**config.mk**
```make
export PLATFORM = sky130hd
export DESIGN_NAME = dds_voice_bank
export DESIGN_NICKNAME = d
export VERILOG_FILES = /design/src/rtl/dds_voice_bank.sv
export SDC_FILE = /design/constraint.sdc
export NUM_CORES = 1
export LEC_CHECK = 0
export CAP_MARGIN = 5
export CORE_UTILIZATION = 55
export DETAILED_ROUTE_END_ITERATION = 12
export PLACE_DENSITY = 0.82
export SYNTH_ARGS = -nofsm -noshare
export SYNTH_HDL_FRONTEND = slang
export SYNTH_SLANG_ARGS = --single-unit
```
**constraint.sdc**
```tcl
create_clock -name clk -period 3.92 [get_ports clk]
set_input_delay 0.784 -clock clk [delete_from_list [all_inputs] [get_ports clk]]
set_output_delay 0.784 -clock clk [all_outputs]
set_load 0.05 [all_outputs]
```
**src/rtl/dds_voice_bank.sv**
```systemverilog
// dds_voice_bank: round-robin time-multiplexed N-voice DDS synthesiser.
// One phase accumulator and one waveform generator are shared by all voices.
// A frame mixer averages the voice samples of each frame into mix_out.
// Optional hard sync between adjacent voices: define DDS_VOICE_SYNC_EN.
module dds_voice_bank #(
  parameter int VOICES = 4,
  parameter int TUNE_W = 16,
  parameter int ACC_W  = 16,
  parameter int OUT_W  = 12
) (
  input  logic                      clk,
  input  logic                      rst_n,
  input  logic                      wr_en,
  input  logic [$clog2(VOICES)-1:0] wr_addr,
  input  logic [TUNE_W-1:0]         wr_tune,
  input  logic [1:0]                wr_mode,
  input  logic                      wr_ena,
`ifdef DDS_VOICE_SYNC_EN
  input  logic [VOICES-1:0]         sync_mask,
`endif
  output logic [OUT_W-1:0]          mix_out,
  output logic                      out_valid,
  output logic [$clog2(VOICES)-1:0] slot
);

  localparam int SLOT_W = $clog2(VOICES);
  // The frame sum holds VOICES full-scale samples without overflow.
  localparam int SUM_W = OUT_W + SLOT_W;
  localparam logic [SLOT_W-1:0] LAST_SLOT = SLOT_W'(VOICES - 1);

  // Per-voice state.
  logic [ACC_W-1:0]  acc  [VOICES];
  logic [TUNE_W-1:0] tune [VOICES];
  logic [1:0]        mode [VOICES];
  logic [VOICES-1:0] ena;

  // Stage 0: the voice currently selected by the sequencer.
  logic [SLOT_W-1:0] slot_p0;
  logic [OUT_W-1:0]  phase_p0;
  logic [OUT_W-1:0]  sample_p0;
  logic [ACC_W-1:0]  acc_next_p0;
  logic [SUM_W-1:0]  sum_total_p0;

  // Stage 1: frame accumulation and the registered mix output.
  logic [SUM_W-1:0]  sum_p1;
  logic [OUT_W-1:0]  mix_p1;
  logic              vld_p1;

`ifdef DDS_VOICE_SYNC_EN
  logic [ACC_W:0]    acc_sum_p0;
  logic              carry_p0;
  // Carry-out of the previous slot's add; slot 0 overwrites it each frame.
  logic              carry_p1;
`endif

  // Maps the phase word to a sample for the selected waveform.
  function automatic logic [OUT_W-1:0] wave_shape(input logic [1:0]       sel,
                                                  input logic [OUT_W-1:0] p);
    logic [OUT_W-1:0] dbl;
    dbl = {p[OUT_W-2:0], 1'b0};
    case (sel)
      2'd0:    wave_shape = p;
      2'd1:    wave_shape = {OUT_W{p[OUT_W-1]}};
      2'd2:    wave_shape = p[OUT_W-1] ? ~dbl : dbl;
      default: wave_shape = '0;
    endcase
  endfunction

  // Divides the frame total by the voice count; the result always fits OUT_W.
  function automatic logic [OUT_W-1:0] frame_average(input logic [SUM_W-1:0] total);
    frame_average = OUT_W'(total >> SLOT_W);
  endfunction

  // Sample, next phase and running frame total for the voice in this slot.
  always_comb begin
    phase_p0  = acc[slot_p0][ACC_W-1 -: OUT_W];
    sample_p0 = ena[slot_p0] ? wave_shape(mode[slot_p0], phase_p0) : '0;
`ifdef DDS_VOICE_SYNC_EN
    acc_sum_p0  = {1'b0, acc[slot_p0]} + (ACC_W + 1)'(tune[slot_p0]);
    carry_p0    = ena[slot_p0] & acc_sum_p0[ACC_W];
    acc_next_p0 = acc_sum_p0[ACC_W-1:0];
    // Hard sync: restart this voice when its lower neighbour wrapped this frame.
    if ((slot_p0 != '0) && sync_mask[slot_p0] && carry_p1)
      acc_next_p0 = '0;
`else
    acc_next_p0 = acc[slot_p0] + ACC_W'(tune[slot_p0]);
`endif
    // A disabled voice freezes its phase.
    if (!ena[slot_p0])
      acc_next_p0 = acc[slot_p0];
    sum_total_p0 = sum_p1 + SUM_W'(sample_p0);
  end

  // Sequencer, phase update and frame mixer.
  always_ff @(posedge clk) begin
    if (!rst_n) begin
      slot_p0 <= '0;
      sum_p1  <= '0;
      mix_p1  <= '0;
      vld_p1  <= 1'b0;
      for (int i = 0; i < VOICES; i++)
        acc[i] <= '0;
    end else begin
      slot_p0      <= slot_p0 + SLOT_W'(1);
      acc[slot_p0] <= acc_next_p0;
      sum_p1       <= (slot_p0 == '0) ? SUM_W'(sample_p0) : sum_total_p0;
      vld_p1       <= (slot_p0 == LAST_SLOT);
      if (slot_p0 == LAST_SLOT)
        mix_p1 <= frame_average(sum_total_p0);
    end
  end

`ifdef DDS_VOICE_SYNC_EN
  // Remembers whether the slot just processed wrapped its accumulator.
  always_ff @(posedge clk) begin
    if (!rst_n)
      carry_p1 <= 1'b0;
    else
      carry_p1 <= carry_p0;
  end
`endif

  // Voice register write port; a same-slot write takes effect next frame.
  always_ff @(posedge clk) begin
    if (!rst_n) begin
      ena <= '0;
      for (int i = 0; i < VOICES; i++) begin
        tune[i] <= '0;
        mode[i] <= '0;
      end
    end else if (wr_en) begin
      tune[wr_addr] <= wr_tune;
      mode[wr_addr] <= wr_mode;
      ena[wr_addr]  <= wr_ena;
    end
  end

  assign mix_out   = mix_p1;
  assign out_valid = vld_p1;
  assign slot      = slot_p0;

endmodule

```
; ---- Word-level counts from Yosys, hierarchy flattened
; Memory sizes are Yosys's and may differ from the RTL's. A register that Yosys moved wholly into a read port is not among the register bits.
; Index checks and enable logic that the tools add are counted.
[totals]
ramBits = 136
reg_bits = 33
mem_count = 3
output_inout_bits = 15
[op_classes]
mux = 27
eq_ne = 3
n_bitwise = 2
order_cmp = 3
addsub = 3
reduce_logical = 7
[memory_table]
columns = name, words, word_bits, read_ports, rd_ports_with_merged_regs, wr, line_no
row1 = acc, 4, 16, 1, 1, 4, 32  ; logic [ACC_W-1:0] acc [VOICES];
row2 = tune, 4, 16, 1, 1, 4, 33  ; logic [TUNE_W-1:0] tune [VOICES];
row3 = mode, 4, 2, 1, 1, 4, 34  ; logic [1:0] mode [VOICES];
[op_table]
columns = operator, n
row1 = 16-bit 2-to-1 mux, 3
row2 = 12-bit 2-to-1 mux, 3
row3 = 12-bit case mux with 3 select lines, 1
row4 = 16-bit OR reduction, 2
row5 = 16-bit adder, 1
row6 = 14-bit by 12-bit adder with 14-bit output, 1
row7 = 2-bit 2-to-1 mux, 7
row8 = 12-bit NOT, 1
row9 = 1-bit 2-to-1 mux, 10
row10 = 2-bit by 3-bit < comparator with 1-bit output (second input constant), 2
row11 = 4-bit bitwise mux, 1
row12 = 2-bit equality test (second input constant), 2
row13 = 2-bit logical NOT, 2
row14 = 2-bit OR reduction, 2
row15 = 2-bit by 1-bit adder with 2-bit output (second input constant), 1
row16 = 1-bit binary-select mux with 2-bit select, 1
row17 = 1-bit demux with 2-bit select, 1
row18 = 2-bit by 1-bit equality test with 1-bit output (second input constant), 1
row19 = 2-bit by 1-bit >= comparator with 1-bit output (second input constant), 1
row20 = 1-bit logical AND, 1
row21 = 1-bit NOT, 1

; ---- Depth between registers and ports, before layout
[logic_depth]
depth_word = 6
depth_mapped = 18
mapped_depth_nobuf = 14

; ---- Worst setup path after synthesis
; Ideal clock, no wire load.
[synth_path]
path_kind = reg-to-reg
from = reg slot_p0[0], in the netlist slot[0]
to = mem acc[0][14], data pin
period_less_slack_ns = 4.094
arrival_ns = 3.959
setup_slack_ns = -0.174
path_stages_with_launch = 14
setup_time_ns = 0.135
t_required_ns = 3.785
path_cell_list = dfxtp_1 > buf_6 > buf_6 > buf_8 > buf_4 > buf_2 > mux4_2 > ha_1 > a21o_1 > a21o_1 > a21o_1 > o311a_4 > or4_1 > nand3_1
[synth_lines]
columns = item, line_no
row1 = from (decl), 38  ; logic [SLOT_W-1:0] slot_p0;
row2 = from (signal assigned), 104  ; slot_p0 <= slot_p0 + SLOT_W'(1);
row3 = to (decl), 32

; ---- Worst setup path in the final report
[layout_path]
from = reg slot_p0[0], in the netlist slot[0]
to = reg mix_p1[11], in the netlist mix_out[11]
[layout_via]
elab_chain_cells = 4
[layout_rtl]
columns = item, line_no
row1 = 1-bit binary-select mux with 2-bit select, 77  ; sample_p0 = ena[slot_p0] ? wave_shape(mode[slot_p0], phase_p0) : '0;
row2 = 1-bit 2-to-1 mux (not written as such), 77
row3 = 12-bit 2-to-1 mux, 77
row4 = 14-bit by 12-bit adder with 14-bit output, 91  ; sum_total_p0 = sum_p1 + SUM_W'(sample_p0);
row5 = to (signal assigned), 109  ; mix_p1 <= frame_average(sum_total_p0);
row6 = to (decl), 46  ; logic [OUT_W-1:0] mix_p1;
; Parallel ways exist; a longest one is shown, timed or not. The select of a mux whose other input is x is not followed.
; A chain may end at the register's enable or synchronous reset.

==> metrics.csv <==
stage,metric,value,unit
outcome,outcome,finished clean,
layout,diodes,0,
synth,ys_seq_elements,169,
pwr,comb_power_share,24.5,%
pwr,switching_share,30.8,%
layout,area_growth,11.8,%
synth,synth.distinct_cells,71,
setup_path,critPathLaunchType,register,
clock_network,cts_max_level,4,
grt,grtUsageTotal,24.9,%
synth,syn_inst,822,
sta,rsz0062_at_grt,false,
sta,fmax,0.273,GHz
layout,fill_cells,1195,
pwr,power_density,479,nW/um^2
sta,hold_viol,0,
layout,multi_input_area,4010,sq um
min_path,min_path_type,register to register,
pwr,p_clk_share,31.8,%
setup_path,critPathBufInv,1,
sta,setup_viol,0,
setup_path,critPathTopFamily,compound AO/OA/AOI/OAI gates,
drt,postRouteAntennaNets,0,
drt,avgRoutedWirePerCell,19.2,um
synth,async_flop_share,0,%
layout,drive_gt1_share,12.9,%
setup_path,cp_slowest_cell,mux4_1,
grt,grt_overflow,0,
clock_network,cts_buffers,17,
synth,syn_area,9190,sq um
clock_network,clock_sinks,169,
layout,final_nets,905,
run,maxCapViolations,0,
drt,via_per_inst,6.09,
place,portBuffers,38,
floorplan,dieArea,17200,sq um
synth,synth_top_area_share,44.4,%
clock_network,root_buffer,clkbuf_16,
sta,finalSetupTns,0,ns
synth,synth_compound_area_share,9.76,%
grt,grt_pass1_wl,33300,um
floorplan,coreArea,16100,sq um
clock_network,clk_latency,0.43,ns
clock_network,cts_tree,yes,
synth,synth_fa_ha_area_share,4.38,%
drt,drc,0,
pwr,power_switching,1510,uW
synth,synth_fp_nets,877,
pwr,p_int,3400,uW
pwr,seqPwrFrac,43.8,%
setup_path,slowest_delay,0.69,ns
setup_path,cp.arrival,4.01,ns
synth,avgSynthCellArea,11.2,sq um
sta,min_period_over_period,93.3,%
synth,ys_seq_area_share,51.6,%
clock_network,post-cts-setup-buffers,0,
drt,drtIter0Drc,656,
synth,synth_top_family_by_area,simple AND/OR/NAND/NOR gates,
drt,wl,20700,um
layout,seq_area,4750,sq um
floorplan,fp-row-count,46,
clock_network,clock_path_buffers,2,
drt,vias,6572,
sta,worstMarginPinSlew,0.959,ns
place,dp_hpwl,14100,um
synth,yosysMostFrequentCell,nor2_1,
synth,ys.flop_type,edfxtp_1,
synth,synth_top_cell_by_area,edfxtp_1,
place,gp_congestion,0.879,
setup_path,crit_chain,buf_6 -> mux4_1 -> xnor2_1 -> o22a_2 -> nor2_2 -> ha_1 -> o21a_1 -> o21ai_0 -> a21oi_1 -> a221oi_2 -> o31ai_1 -> and3_1 -> nor3_1,
sta,slew_viol_final,0,
sta,fin_crit,3.66,ns
synth,netlist_top_cells_area,"edfxtp_1 (44%), dfxtp_1 (7.2%), mux4_2 (7.1%)",
sta,finalClockSkew,0.00918,ns
setup_path,cp_max_fo,13,
grt,grt_max_degree,35,
pwr,power,4920,uW
synth,synth-edff-count,136,
floorplan,ios,39,
synth,ys_warn_count,0,
pwr,leakage,0.00391,uW
clock_network,clk_pin_slew,0.07,ns
floorplan,die_x,131,um
pwr,ir_drop,0.401,mV
synth,synth_mux_area_share,11.0,%
setup_path,end_kind,register,
drt,first_pass_iters,8,
floorplan,dieHeight,131,um
synth,synthSimpleGateAreaFrac,15.6,%
floorplan,initial_core_util,57.0,%
grt,antenna_found_initial,0,
setup_path,critPathKind,register to register,
synth,synth_common_cells,"nor2_1 (139), edfxtp_1 (136), nand2_1 (72)",
grt,grt_pass1_vias,6269,
synth,synth_xor_area_share,2.76,%
sta,slew_headroom,35.9,%
setup_path,cp.required,4.27,ns
-- layout by cell type, fill, tap and decap left out, drive strengths merged, types with 4 or more instances in the layout --
cell and instances:
nand3 20, o211ai 4, o21ai 27, a21oi 39, or4 9, edfxtp 136
nor3 20, a21o 12, a211oi 7, ha 29, clkinv 6, mux4 34
xor2 8, nor2 146, nand2 72, mux2i 20, clkdlybuf4s50 38, o22a 8
xnor2 21, clkbuf 18, nand2b 10, a31oi 6, buf 20, and2 11
o21a 5, inv 48, nand3b 4, dfxtp 33
-- area by class of cell --
cell class,instances,area share [%]
Sequential cell,169,46.2
Multi-Input combinational cell,561,39.1
Timing Repair Buffer,58,5.20
Clock buffer,18,4.18
Tap cell,216,2.63
Inverter,43,1.57
Clock inverter,14,1.11
-- state kept, by name, summed over array words and instances (netlist names) --
name       count
acc           64
tune          64
sum_p1        14
mix_out       12
mode           8
ena            4
slot           2
out_valid      1
-- worst reg2reg max path, delay by kind of cell (launching register included) --
family	cells	cell delay [ns]
AOI/OAI and AO/OA	6	1.32
xor gates and xnor gates	1	0.17
adders and majority gates	1	0.28
buffers and inverters	1	0.22
DFF	1	0.43
muxes	1	0.70
and+or+nand+nor	3	0.47
-- logic make-up (layout without fill, tap and decap cells) --
kind of cell | Yosys count | in the layout
AOI/OAI and AO/OA | 132 | 132
xor gates and xnor gates | 29 | 29
adders and majority gates | 31 | 31
buffers and inverters | 92 | 133
DFF | 169 | 169
muxes | 56 | 56
and+or+nand+nor | 313 | 313
-- through the flow --
stage	cell area, sq um	utilization, %	instances	worst slack (ns)	hold WS (ns)
floorplan	9190	-	822	0.0110	0.434
global placement	9720	60.3	1047	0.245	0.443
detailed placement	9720	60.3	1047	0.183	0.459
CTS	10300	63.7	1079	0.142	0.466
global route	10300	63.7	1079	0.0696	0.489
finish	10300	63.7	1079	0.263	0.467
-- repair_timing --
action / CTS / global route
resized for setup: 0 / 4
hold buffers: 0 / 0
setup endpoints to repair: 0 / 5
-- path summary, 6_finish.rpt --
kind	from	to	slack (ns)	cells after the start
worst max-delay path	slot[0]	mix_out[11]	0.26	13
worst min-delay path	ena[0]	ena[0]	0.47	2
worst max register to register	slot[0]	mix_out[11]	0.26	13
worst min register to register	ena[0]	ena[0]	0.47	2
-- routing by layer --
metal,up-vias,wire length [um],track usage (%)
met5,-,0,0
met4,0,418,8.27
met3,35,1740,5.29
met2,309,10100,40.2
met1,3192,8500,33.5
li1,3036,-,-
-- power by group through the flow --
stage	sequential, uW	combinational [uW]	clock [uW]
6_report	2150	1200	1560
4_1_cts	2150	1180	1570
3_3_place_gp	2180	1140	0
3_5_place_dp	2190	1170	0
2_1_floorplan	2180	892	0
5_1_grt	2160	1300	1650
Power figures use the tool's default switching activity.
